===== src/rtl/usrt_pkg.sv =====
// Shared definitions for the USRT controller: register map, bit positions,
// default divisor and TX sequencer state encoding.
package usrt_pkg;

    localparam logic [1:0] ADDR_DATA   = 2'd0;
    localparam logic [1:0] ADDR_STATUS = 2'd1;
    localparam logic [1:0] ADDR_CTRL   = 2'd2;
    localparam logic [1:0] ADDR_BAUD   = 2'd3;

    localparam int STAT_HOLD_FULL  = 0;
    localparam int STAT_TX_BUSY    = 1;
    localparam int STAT_RX_VALID   = 2;
    localparam int STAT_RX_OVERRUN = 3;

    localparam int CTRL_TX_EN = 0;
    localparam int CTRL_RX_EN = 1;
    localparam int CTRL_RX_IE = 2;
    localparam int CTRL_TX_IE = 3;
    localparam int CTRL_BITS  = 4;

    localparam int BAUD_DEFAULT = 87;

    typedef enum logic {
        T_IDLE = 1'b0,
        T_BUSY = 1'b1
    } tx_state_t;

endpackage


===== src/rtl/usrt_tx_seq.sv =====
// TX sequencer: one-entry holding register feeding the TX shifter through a
// start/done handshake.
import usrt_pkg::*;

module usrt_tx_seq #(
    parameter int P_DW = 8
) (
    input  logic            clk,
    input  logic            rst,
    input  logic            load,
    input  logic [P_DW-1:0] load_data,
    input  logic            tx_en,
    input  logic            tx_done,
    output logic            busy,
    output logic            full,
    output logic            tx_start,
    output logic [P_DW-1:0] tx_data
);

    tx_state_t       state_reg;
    logic [P_DW-1:0] hold_reg;
    logic            full_reg;
    logic            tx_start_reg;
    logic [P_DW-1:0] tx_data_reg;

    always_ff @(posedge clk or posedge rst) begin
        if (rst) begin
            state_reg    <= T_IDLE;
            hold_reg     <= '0;
            full_reg     <= 1'b0;
            tx_start_reg <= 1'b0;
            tx_data_reg  <= '0;
        end else begin
            case (state_reg)
                T_IDLE: begin
                    if (full_reg && tx_en) begin
                        state_reg    <= T_BUSY;
                        tx_start_reg <= 1'b1;
                        tx_data_reg  <= hold_reg;
                        full_reg     <= 1'b0;
                    end
                end
                T_BUSY: begin
                    tx_start_reg <= 1'b0;
                    if (tx_done) begin
                        state_reg <= T_IDLE;
                    end
                end
                default: state_reg <= T_IDLE;
            endcase
            // Loads are only accepted while empty, so they never race the drain.
            if (load) begin
                hold_reg <= load_data;
                full_reg <= 1'b1;
            end
        end
    end

    assign busy     = (state_reg != T_IDLE);
    assign full     = full_reg;
    assign tx_start = tx_start_reg;
    assign tx_data  = tx_data_reg;

endmodule


===== src/rtl/usrt_ctrl.sv =====
// APB-side USRT controller: register file, APB decode, RX byte capture with
// overrun detection and the level interrupt.
import usrt_pkg::*;

module usrt_ctrl #(
    parameter int P_BAUD_RST = BAUD_DEFAULT,
    parameter int P_DW       = 8
) (
    input  logic            i_Pclk,
    input  logic            i_Preset,
    input  logic [1:0]      i_Paddr,
    input  logic            i_Psel,
    input  logic            i_Penable,
    input  logic            i_Pwrite,
    input  logic [P_DW-1:0] i_Pwdata,
    output logic            o_Pready,
    output logic [P_DW-1:0] o_Prdata,
    output logic [P_DW-1:0] o_Baud,
    output logic            o_Tx_Start,
    output logic [P_DW-1:0] o_Tx_Data,
    input  logic            i_Tx_Done,
    output logic            o_Rx_En,
    input  logic            i_Rx_Done,
    input  logic [P_DW-1:0] i_Rx_Data,
    output logic            o_Irq
);

    localparam logic [P_DW-1:0] BAUD_RST_VAL = P_BAUD_RST[P_DW-1:0];

    logic [CTRL_BITS-1:0] ctrl_reg;
    logic [P_DW-1:0]      baud_reg;
    logic [P_DW-1:0]      rx_data_reg;
    logic                 rx_valid_reg;
    logic                 rx_ovr_reg;
    logic                 irq_reg;

    logic tx_busy, tx_full;
    logic access, xfer, wr_data, rd_pop, wr_status, wr_ctrl, wr_baud;
    logic [P_DW-1:0] status_word;

    assign access    = i_Psel && i_Penable;
    // Only a DATA write into an occupied holding register has to wait.
    assign o_Pready  = !(access && i_Pwrite && (i_Paddr == ADDR_DATA) && tx_full);
    assign xfer      = access && o_Pready;
    assign wr_data   = xfer && i_Pwrite && (i_Paddr == ADDR_DATA);
    assign wr_status = xfer && i_Pwrite && (i_Paddr == ADDR_STATUS);
    assign wr_ctrl   = xfer && i_Pwrite && (i_Paddr == ADDR_CTRL);
    assign wr_baud   = xfer && i_Pwrite && (i_Paddr == ADDR_BAUD);
    assign rd_pop    = xfer && !i_Pwrite && (i_Paddr == ADDR_DATA) && rx_valid_reg;

    usrt_tx_seq #(.P_DW(P_DW)) u_tx_seq (
        .clk       (i_Pclk),
        .rst       (i_Preset),
        .load      (wr_data),
        .load_data (i_Pwdata),
        .tx_en     (ctrl_reg[CTRL_TX_EN]),
        .tx_done   (i_Tx_Done),
        .busy      (tx_busy),
        .full      (tx_full),
        .tx_start  (o_Tx_Start),
        .tx_data   (o_Tx_Data)
    );

    always_ff @(posedge i_Pclk or posedge i_Preset) begin
        if (i_Preset) begin
            ctrl_reg     <= '0;
            baud_reg     <= BAUD_RST_VAL;
            rx_data_reg  <= '0;
            rx_valid_reg <= 1'b0;
            rx_ovr_reg   <= 1'b0;
            irq_reg      <= 1'b0;
        end else begin
            if (wr_ctrl) begin
                ctrl_reg <= i_Pwdata[CTRL_BITS-1:0];
            end
            if (wr_baud && (i_Pwdata != '0)) begin
                baud_reg <= i_Pwdata;
            end
            if (wr_status && i_Pwdata[STAT_RX_OVERRUN]) begin
                rx_ovr_reg <= 1'b0;
            end
            // A pop on the same edge frees the slot, so the new byte is not an overrun.
            if (i_Rx_Done && ctrl_reg[CTRL_RX_EN]) begin
                if (!rx_valid_reg || rd_pop) begin
                    rx_data_reg  <= i_Rx_Data;
                    rx_valid_reg <= 1'b1;
                end else begin
                    rx_ovr_reg <= 1'b1;
                end
            end else if (rd_pop) begin
                rx_valid_reg <= 1'b0;
            end
            irq_reg <= (ctrl_reg[CTRL_RX_IE] && (rx_valid_reg || rx_ovr_reg)) ||
                       (ctrl_reg[CTRL_TX_IE] && !tx_full && !tx_busy);
        end
    end

    always_comb begin
        status_word                  = '0;
        status_word[STAT_HOLD_FULL]  = tx_full;
        status_word[STAT_TX_BUSY]    = tx_busy;
        status_word[STAT_RX_VALID]   = rx_valid_reg;
        status_word[STAT_RX_OVERRUN] = rx_ovr_reg;
    end

    always_comb begin
        o_Prdata = '0;
        case (i_Paddr)
            ADDR_DATA:   o_Prdata = rx_valid_reg ? rx_data_reg : '0;
            ADDR_STATUS: o_Prdata = status_word;
            ADDR_CTRL:   o_Prdata = {{(P_DW-CTRL_BITS){1'b0}}, ctrl_reg};
            ADDR_BAUD:   o_Prdata = baud_reg;
            default:     o_Prdata = '0;
        endcase
    end

    assign o_Baud  = baud_reg;
    assign o_Rx_En = ctrl_reg[CTRL_RX_EN];
    assign o_Irq   = irq_reg;

endmodule


===== config.mk =====
export PLATFORM = sky130hd
export DESIGN_NAME = usrt_ctrl
export DESIGN_NICKNAME = d
export VERILOG_FILES = /design/src/rtl/usrt_pkg.sv /design/src/rtl/usrt_tx_seq.sv /design/src/rtl/usrt_ctrl.sv
export SDC_FILE = /design/constraint.sdc
export NUM_CORES = 1
export LEC_CHECK = 0
export CORE_MARGIN = 2
export CORE_UTILIZATION = 45
export DETAILED_ROUTE_END_ITERATION = 8
export GPL_TIMING_DRIVEN = 0
export PLACE_DENSITY = 0.76
export SETUP_SLACK_MARGIN = 0.15
export SYNTH_ARGS = -nofsm -noshare
export SYNTH_HDL_FRONTEND = slang
export SYNTH_HIERARCHICAL = 1
export SYNTH_SLANG_ARGS = --single-unit

===== constraint.sdc =====
create_clock -name i_Pclk -period 2.3 [get_ports i_Pclk]
set_clock_uncertainty 0.2 [all_clocks]
set_input_delay 0.23 -clock i_Pclk [delete_from_list [all_inputs] [get_ports i_Pclk]]
set_output_delay 0.23 -clock i_Pclk [all_outputs]
set_load 0.02 [all_outputs]

==> results.cfg <==
[status]
outcome = complete, no violations

[layout]
fin_nets = 230
post-route-util_pct = 63.5
stdcell_count = 256
antenna_cells = 0
drive_above_1_share_pct = 28.6
syn2layout_area_growth_pct = 35.1

[clock_tree]
path_clk_slew_ns = 0.08
cts_tree = yes
cts_max_level = 2
cts_root_buf = clkbuf_8
cts_buffers = 5
cts_setup_buffers = 0
cts.path.max_buffers = 2
clkLatencyLatePin_ns = 0.30
cts_num_sinks = 42
cts_resized = 16
hold_buffers = 0

[setup_path]
cp-end-kind = output pin
crit_type = reg2out
cp.arrival_ns = 1.69
start_kind = flip-flop
crit_fanout = 8
critPathRequiredTime_ns = 1.87
r2r_cells = 3

[timing]
worstMarginPinSlew_ns = 0.852
clock.fmax_ghz = 0.471
slew_viol_final = 0
setup_viol = 0
hold_viol = 0
relSlewSlack_pct = 43.1
rsz0062_at_grt = no
layout_min_cycle_time_ns = 2.12
fin_crit_sh_pct = 92.3
whs_ns = 0.173

[floorplanning]
dieArea_mm2 = 0.00474
core_mm2 = 0.00403
fp.dieH_um = 68.9
row_count = 23
start_util_pct = 47.0
io_pins = 53
die_w_um = 68.9

[global_route]
grt_pass1_vias = 1456
grt_pass1_wl_mm = 6.87
grt_busiest_layer = met2
grt.overflow.total = 0
use_met2_pct = 35.2
antenna_found_initial = 0
use_met3_pct = 4.87
grt_start_max_net_pins = 24
use_met1_pct = 23.9
track_usage_pct = 20.1

[yosys]
syn_inst = 147
syn-num-nets = 172
ys_types = 32
yosys_warnings = 6
synthesis.area_mm2 = 0.00189
syn_area_per_cell_um2 = 12.9
seq_area_frac_synth_pct = 55.8
synth-async-reset-ratio_pct = 100
synth_edf_count = 0
ys_ff_latch = 42
ys.flop_type = dfrtp_1

[route]
drtIter0Drc = 57
postRouteAntennaNets = 0
drc = 0
first_pass_iters = 4
wl_per_cell_um = 16.8
num_vias = 1352
routed_wl_mm = 4.29
via_per_inst = 5.28

[placed_design]
dp_cells = 248
port_buffers = 51
gp_congestion = 0.810
hpwlAfterDp_mm = 3.26

[power_and_ir_drop]
powerDensity_mw_per_mm2 = 978
p_total_mw = 2.50
irDropWorstVdd_uv = 671
leakagePower_nw = 1.10

[hold_path]
hold_class = in2async

[job]
maxCapViolCount = 0
==> power by group <==
group          internal (mW)  leakage (nW)  switching, mW
registers              0.992         0.512          0.156
logic                  0.481         0.544          0.415
clock network          0.214        0.0452          0.244
total                   1.69          1.10          0.816
==> worst max-delay path, stage by stage, from the launching register on <==
cell	delay, ns
dfrtp_2	0.46
and2_1	0.16
mux4_2	0.44
dlygate4sd2_1	0.34
==> path summary, 6_finish.rpt <==
path                       slack [ns]                                to                        startpoint
setup / recovery                 0.18                       o_Prdata[0]          rx_valid_reg$_DFFE_PP0P_
hold / removal                   0.17  u_tx_seq/hold_reg[4]$_DFFE_PP0P_                          i_Preset
setup reg to reg                 0.60  u_tx_seq/hold_reg[6]$_DFFE_PP0P_         u_tx_seq/full$_DFFE_PP0P_
hold reg to reg                  0.31   u_tx_seq/tx_data[3]$_DFFE_PP0P_  u_tx_seq/hold_reg[3]$_DFFE_PP0P_
max in group asynchronous        1.08          rx_valid_reg$_DFFE_PP0P_                          i_Preset
min in group i_Pclk              0.19              rx_ovr_reg$_DFF_PP0_                        i_Paddr[0]
==> per-stage QoR <==
step	area, um^2	setup slack, ns	TNS [ns]
global route	2560	0.152	0
CTS	2560	0.155	0
floorplan	1890	0.646	0
finish	2560	0.177	0
detailed placement	2470	-0.276	-2.01
global placement	2470	-0.278	-1.82
==> Yosys cell counts (all sizes together), types with 2 or more instances <==
| master | instances | area (um^2) |
|---|---|---|
| dfrtp | 37 | 926 |
| and2 | 4 | 25.0 |
| nand2b | 2 | 12.5 |
| nand2 | 23 | 86.3 |
| inv | 3 | 11.3 |
| o21ai | 4 | 20.0 |
| nor3 | 2 | 15.0 |
| mux4 | 3 | 67.6 |
| nor3b | 2 | 20.0 |
| mux2 | 29 | 327 |
| o22ai | 8 | 50.1 |
| buf | 5 | 26.3 |
| nor4 | 3 | 25.0 |
| a32o | 4 | 40.0 |
| dfstp | 5 | 131 |
| nand3b | 2 | 27.5 |
| nor2 | 2 | 7.51 |
==> layout by cell type (no fill, tap or decap), types with 2 or more instances in the layout <==
cell	n
buf_2	3
mux4_2	3
nor4_1	2
nand2b_1	2
o21ai_0	4
a32o_1	4
nand2_1	23
dlygate4sd2_1	8
and2_1	4
nor2_1	2
dfrtp_1	36
mux2_2	29
clkdlybuf4s50_1	41
inv_1	3
clkbuf_8	5
dfstp_2	5
o22ai_1	8
==> metal layers <==
| metal | vias up | wire, um |
|---|---|---|
| met2 | 40 | 2110 |
| met4 | 0 | 57 |
| li1 | 645 | - |
| met1 | 661 | 1860 |
| met5 | - | 0 |
| met3 | 6 | 262 |
==> logic make-up (layout without fill, tap and decap cells) <==
kind of cell | count (synthesis) | after routing | synth area share (%)
simple gates | 43 | 43 | 12.7
flops | 42 | 42 | 55.8
mux | 32 | 32 | 20.8
compound gates | 21 | 21 | 8.45
buf+inv | 9 | 68 | 2.18
==> final cells by class <==
class / instances / area (um^2)
fill: 356 / 1470
sequential: 42 / 1060
multi-input combinational: 96 / 812
timing repair buffer: 51 / 495
clock buffer: 6 / 72.6
tap: 50 / 62.6
buffer: 6 / 33.8
clock inverter: 2 / 13.8
inverter: 3 / 11.3
(Power assumes the default switching activity.)
